### config.mk
export PLATFORM = sky130hd
export DESIGN_NAME = mp_addsub_seq
export DESIGN_NICKNAME = d
export VERILOG_FILES = /design/src/rtl/mp_addsub_seq.sv
export SDC_FILE = /design/constraint.sdc
export NUM_CORES = 1
export LEC_CHECK = 0
export BUFFER_PORTS_ARGS = -buffer_cell sky130_fd_sc_hd__buf_2
export CORE_AREA = 2 2 72 74
export DETAILED_ROUTE_END_ITERATION = 10
export DIE_AREA = 0 0 74 76
export PLACE_DENSITY = 0.77
export SETUP_SLACK_MARGIN = 0.05
export SYNTH_ARGS = -nofsm -noshare
export SYNTH_HDL_FRONTEND = slang
export SYNTH_SLANG_ARGS = --single-unit
### constraint.sdc
create_clock -name clk -period 7.2 [get_ports clk]
set_input_delay 1.44 -clock clk [delete_from_list [all_inputs] [get_ports clk]]
set_output_delay 1.44 -clock clk [all_outputs]
set_load 0.01 [all_outputs]
### src/rtl/mp_addsub_seq.sv
// mp_addsub_seq
// Multi-word sequential adder/subtractor. Operands arrive one 16-bit word
// pair at a time, least-significant word first. Each result word is emitted
// before the next pair is accepted, and the carry ripples between words.
// An operation is 1 to 4 words long, giving 16- to 64-bit arithmetic.
//
// Optional feature macro: MPAS_ABORT_EN. When it is defined, an abort input
// cancels an operation that is in flight. When it is not defined, the abort
// port does not exist.
//
// Ports
//   clk          sole clock; all state changes on its rising edge
//   rst_n        asynchronous active-low reset
//   start_valid  request to begin an operation
//   start_ready  block is idle and accepts a start
//   op_sub       0 = A+B, 1 = A-B (sampled on the start handshake)
//   num_words    operand length minus one (sampled on the start handshake)
//   in_valid     a_word/b_word hold a valid operand word pair
//   in_ready     block accepts an operand word pair
//   a_word       operand A word
//   b_word       operand B word
//   out_valid    res_word holds a valid result word
//   out_ready    consumer accepts res_word
//   res_word     result word, in the same order as the inputs
//   out_last     marks the most-significant result word
//   done         one-cycle pulse when the operation completes
//   cout         final carry out
//   ovf          signed overflow of the full-width result
//   zero         every result word was zero
//   abort        synchronous cancel (only when MPAS_ABORT_EN is defined)
//
// state | meaning
// IDLE  | waiting for a start handshake; start_ready high
// LOAD  | waiting for an operand word pair; in_ready high
// EMIT  | presenting a result word; out_valid high until out_ready
// DONE  | one cycle with the done pulse, final flags valid
module mp_addsub_seq (
  input  logic        clk,
  input  logic        rst_n,
  input  logic        start_valid,
  output logic        start_ready,
  input  logic        op_sub,
  input  logic [1:0]  num_words,
  input  logic        in_valid,
  output logic        in_ready,
  input  logic [15:0] a_word,
  input  logic [15:0] b_word,
  output logic        out_valid,
  input  logic        out_ready,
  output logic [15:0] res_word,
  output logic        out_last,
  output logic        done,
  output logic        cout,
  output logic        ovf,
  output logic        zero
`ifdef MPAS_ABORT_EN
  ,
  input  logic        abort
`endif
);

  typedef enum logic [1:0] {
    IDLE = 2'd0,
    LOAD = 2'd1,
    EMIT = 2'd2,
    DONE = 2'd3
  } state_t;

  state_t      state;
  logic        op_r;
  logic [1:0]  nw_r;
  logic [1:0]  cnt;
  logic        carry;
  logic        zacc;

  logic        abort_i;
  logic [15:0] b_eff;
  logic [16:0] sum;
  logic        last_word;
  logic        ovf_word;

`ifdef MPAS_ABORT_EN
  assign abort_i = abort;
`else
  assign abort_i = 1'b0;
`endif

  // Subtraction is A + ~B + 1. The +1 enters only as the first word's
  // carry-in (carry is preset to op_sub at start); later words see only
  // the carry out of the previous word.
  assign b_eff     = b_word ^ {16{op_r}};
  assign sum       = {1'b0, a_word} + {1'b0, b_eff} + {16'd0, carry};
  assign last_word = (cnt == nw_r);
  // Signed overflow is meaningful only on the most-significant word: the
  // operands agree in sign but the result does not.
  assign ovf_word  = (a_word[15] == b_eff[15]) && (sum[15] != a_word[15]);

  always_ff @(posedge clk or negedge rst_n) begin
    if (!rst_n) begin
      state       <= IDLE;
      op_r        <= 1'b0;
      nw_r        <= 2'd0;
      cnt         <= 2'd0;
      carry       <= 1'b0;
      zacc        <= 1'b0;
      start_ready <= 1'b1;
      in_ready    <= 1'b0;
      out_valid   <= 1'b0;
      out_last    <= 1'b0;
      res_word    <= 16'd0;
      done        <= 1'b0;
      cout        <= 1'b0;
      ovf         <= 1'b0;
      zero        <= 1'b0;
    end else begin
      done <= 1'b0;
      if (abort_i && (state == LOAD || state == EMIT)) begin
        // Discard the operation without a done pulse. The flags are cleared
        // so that no partial result is reported.
        state       <= IDLE;
        start_ready <= 1'b1;
        in_ready    <= 1'b0;
        out_valid   <= 1'b0;
        out_last    <= 1'b0;
        cout        <= 1'b0;
        ovf         <= 1'b0;
        zero        <= 1'b0;
      end else begin
        case (state)
          IDLE: begin
            if (start_valid) begin
              op_r        <= op_sub;
              nw_r        <= num_words;
              cnt         <= 2'd0;
              carry       <= op_sub;
              zacc        <= 1'b1;
              cout        <= 1'b0;
              ovf         <= 1'b0;
              zero        <= 1'b0;
              start_ready <= 1'b0;
              in_ready    <= 1'b1;
              state       <= LOAD;
            end
          end
          LOAD: begin
            if (in_valid) begin
              res_word  <= sum[15:0];
              carry     <= sum[16];
              zacc      <= zacc & (sum[15:0] == 16'd0);
              if (last_word) begin
                ovf <= ovf_word;
              end
              in_ready  <= 1'b0;
              out_valid <= 1'b1;
              out_last  <= last_word;
              state     <= EMIT;
            end
          end
          EMIT: begin
            if (out_ready) begin
              out_valid <= 1'b0;
              out_last  <= 1'b0;
              if (last_word) begin
                done  <= 1'b1;
                cout  <= carry;
                zero  <= zacc;
                state <= DONE;
              end else begin
                cnt      <= cnt + 2'd1;
                in_ready <= 1'b1;
                state    <= LOAD;
              end
            end
          end
          DONE: begin
            start_ready <= 1'b1;
            state       <= IDLE;
          end
          default: begin
            state       <= IDLE;
            start_ready <= 1'b1;
            in_ready    <= 1'b0;
            out_valid   <= 1'b0;
            out_last    <= 1'b0;
          end
        endcase
      end
    end
  end

endmodule

==> results.json <==
{
  "routed_wl_microns": 5290,
  "critical_path_required_ns": 7.37,
  "power_density_mw_per_mm2": 466,
  "die_y_microns": 76,
  "crit_top_cell": "fa_1",
  "fillCellCount": 441,
  "final_hold_viol_count": 0,
  "yosysSeqAreaShare": 0.338,
  "cpLargestDelayFamily": "compound AO/OA/AOI/OAI gates",
  "cts_buffer_depth": 2,
  "fin_hold_ws_ns": 0.472,
  "ys_ff_latch": 33,
  "hp-class": "reg -> reg",
  "dpl.hpwl_microns": 4060,
  "clock_skew_ns": 0.00894,
  "synth_cell_types": 57,
  "cp_slowest_cell": "fa_1",
  "die_area_sq_mm": 0.00562,
  "path_buf_inv": 2,
  "root_buffer": "clkbuf_8",
  "rows": 26,
  "die_w_microns": 74,
  "synth_ff_type": "dfrtp_1",
  "drc": 0,
  "slew_headroom": 0.232,
  "syn_area_sq_mm": 0.00245,
  "holdBufCountCts": 0,
  "path_clk_slew_ns": 0.07,
  "grt_max_degree": 34,
  "io_pins": 64,
  "r2r_slack_ns": 3.76,
  "vias": 2098,
  "cp_max_fo": 4,
  "grtUsageTotal": 0.188,
  "hold_start": "res_word[3]$_DFFE_PN0P_",
  "period_minus_slack_ns": 3.73,
  "multi_input_area_sq_mm": 0.00155,
  "gp_congestion": 0.856,
  "grt-ovfl-total": 0,
  "period_share": 0.518,
  "cp-end-kind": "flop",
  "p_leak_nw": 1.39,
  "ir_drop_mv": 0.215,
  "antenna_left": 0,
  "status": "finished, final reports clean",
  "p_total_w": 0.00135,
  "worstPathCellList": "buf_2, xnor2_1, fa_1, inv_1, fa_1, a21o_2, nand4_2, a2111oi_4, o41ai_2, mux2i_1, a21oi_1, a21o_1",
  "async_flop_share": 1.00,
  "finalSetupViolations": 0,
  "ff2ff_path_depth": 11,
  "drv_slew": 0,
  "synth_nets": 318,
  "initial_core_util": 0.498,
  "yosys_warnings": 0,
  "antenna_cells": 0,
  "grt_pass1_vias": 1935,
  "maxCapViolCount": 0,
  "cts_tree": "done",
  "io_buffers": 63,
  "reg2reg_to": "res_word[14]$_DFFE_PN0P_",
  "synth.avg_cell_area_sq_um": 9.38,
  "hold_depth": 2,
  "worst_slew_pin_slew_ns": 1.15,
  "syn_inst": 261,
  "h-tree-depth": 2,
  "cts_inserted_buffers": 5,
  "syn_to_final_growth_pct": 18.4,
  "via_per_inst": 5.32,
  "antenna_found_initial": 0,
  "post-cts-setup-buffers": 0,
  "post_cts_resize_count": 0,
  "final.setup.tns_ns": 0,
  "firstDrtPassIters": 4,
  "core-area_sq_mm": 0.00491,
  "drtIter0Drc": 179,
  "mostFrequentLayoutCell": "buf_2",
  "worstHoldEndpoint": "res_word[3]$_DFFE_PN0P_",
  "max_freq_mhz": 268,
  "rr_startpoint": "op_r$_DFFE_PN0P_",
  "cpPeakStageDelay_ns": 0.40,
  "arrival_ns": 3.90,
  "layout_common_cells": "buf_2 (63), nand2_1 (32), dfrtp_1 (32)",
  "nNetsFinal": 380,
  "place_ws_ns": 3.24,
  "fin_util": 0.590,
  "wl_per_cell_microns": 13.4,
  "worst-setup-path-type": "in -> reg",
  "synth_edf_count": 0,
  "clock_latency_ns": 0.28,
  "setup_slack_ns": 3.47,
  "clock-sinks": 33,
  "cp-start-kind": "input pin",
  "rsz0062_at_grt": "false",
  "seq_area_sq_um": 827,
  "grt_pass1_wl_microns": 8630,
  "drive_above_1_share": 0.296
}
==> routing by layer <==
metal / track usage / up-vias / share of wire
met5: 0 / - / 0
met4: 0.0436 / 0 / 0.011
met3: 0.0331 / 6 / 0.050
met2: 0.294 / 62 / 0.45
met1: 0.271 / 961 / 0.49
li1: - / 1069 / -
==> cells by family (layout without fill, tap and decap cells) <==
| kind of cell | after synthesis | count (layout) | share of synthesized area |
|---|---|---|---|
| buffers and inverters | 19 | 82 | 0.0296 |
| AND/OR/NAND/NOR | 84 | 84 | 0.179 |
| AO/OA/AOI/OAI | 74 | 74 | 0.230 |
| adder cells (fa/ha/maj) | 17 | 17 | 0.0930 |
| XOR/XNOR | 24 | 24 | 0.0858 |
| flip-flops | 33 | 33 | 0.338 |
| multiplexers | 10 | 10 | 0.0450 |
==> Yosys cell counts (3+ instances only) <==
master | instances | area [sq um]
dfrtp_1 | 32 | 801
nand2_1 | 32 | 120
and3_1 | 3 | 18.8
clkbuf_1 | 7 | 26.3
nor3_1 | 6 | 30.0
a22o_1 | 4 | 35.0
o21ai_0 | 19 | 95.1
nor3b_1 | 4 | 30.0
o31ai_1 | 3 | 22.5
xor2_1 | 16 | 140
mux2_2 | 8 | 90.1
xnor2_1 | 8 | 70.1
a21o_1 | 5 | 37.5
ha_1 | 15 | 188
nand2b_1 | 6 | 37.5
nand3_1 | 4 | 20.0
inv_1 | 11 | 41.3
nor2b_1 | 4 | 25.0
a21oi_2 | 4 | 35.0
a21oi_1 | 12 | 60.1
nor2_1 | 11 | 41.3
==> report_power, final <==
| group | total (W) | switching (W) | leakage, nW | internal [W] |
|---|---|---|---|---|
| Combinational | 0.000864 | 0.000481 | 0.949 | 0.000383 |
| Sequential | 0.000354 | 0.0000839 | 0.406 | 0.000271 |
| Clock | 0.000133 | 0.0000645 | 0.0395 | 0.0000686 |
| Total | 0.00135 | 0.000629 | 1.39 | 0.000722 |
==> per-stage QoR <==
stage / cell area [sq um] / cells
6_report: 2900 / 394
2_1_floorplan: 2450 / 261
5_1_grt: 2900 / 394
3_3_place_gp: 2820 / 386
3_5_place_dp: 2820 / 386
4_1_cts: 2900 / 394
==> flip-flops by register name (all words and copies together) (netlist names) <==
name	cells
nw_r	2
start_ready	1
done	1
zero	1
op_r	1
state	2
out_valid	1
res_word	16
ovf	1
cout	1
out_last	1
carry	1
cnt	2
in_ready	1
zacc	1
==> worst register-to-register path, delay by kind of cell, from the launching register on <==
family	cells	cell delay, ns
AOI/OAI and AO/OA	5	1.04
DFF	1	0.93
adders and majority gates	2	0.64
muxes	1	0.30
xor gates and xnor gates	1	0.22
and+or+nand+nor	1	0.14
buffers and inverters	1	0.06
==> layout make-up <==
cell class	instances	share of cell area
Multi-Input combinational cell	209	0.534
Sequential cell	33	0.285
Timing Repair Buffer	63	0.109
Tap cell	70	0.0302
Clock buffer	8	0.0276
Inverter	11	0.0142
==> worst max-delay path by stage <==
stage | start | end | cells after the start
2_1_floorplan | b_word[0] | zacc$_DFFE_PN0P_ | 12
3_3_place_gp | b_word[0] | res_word[14]$_DFFE_PN0P_ | 12
3_5_place_dp | b_word[0] | res_word[14]$_DFFE_PN0P_ | 12
4_1_cts | b_word[0] | res_word[14]$_DFFE_PN0P_ | 12
5_1_grt | b_word[0] | zacc$_DFFE_PN0P_ | 13
6_report | b_word[0] | res_word[14]$_DFFE_PN0P_ | 12
Power figures use the tool's default switching activity.
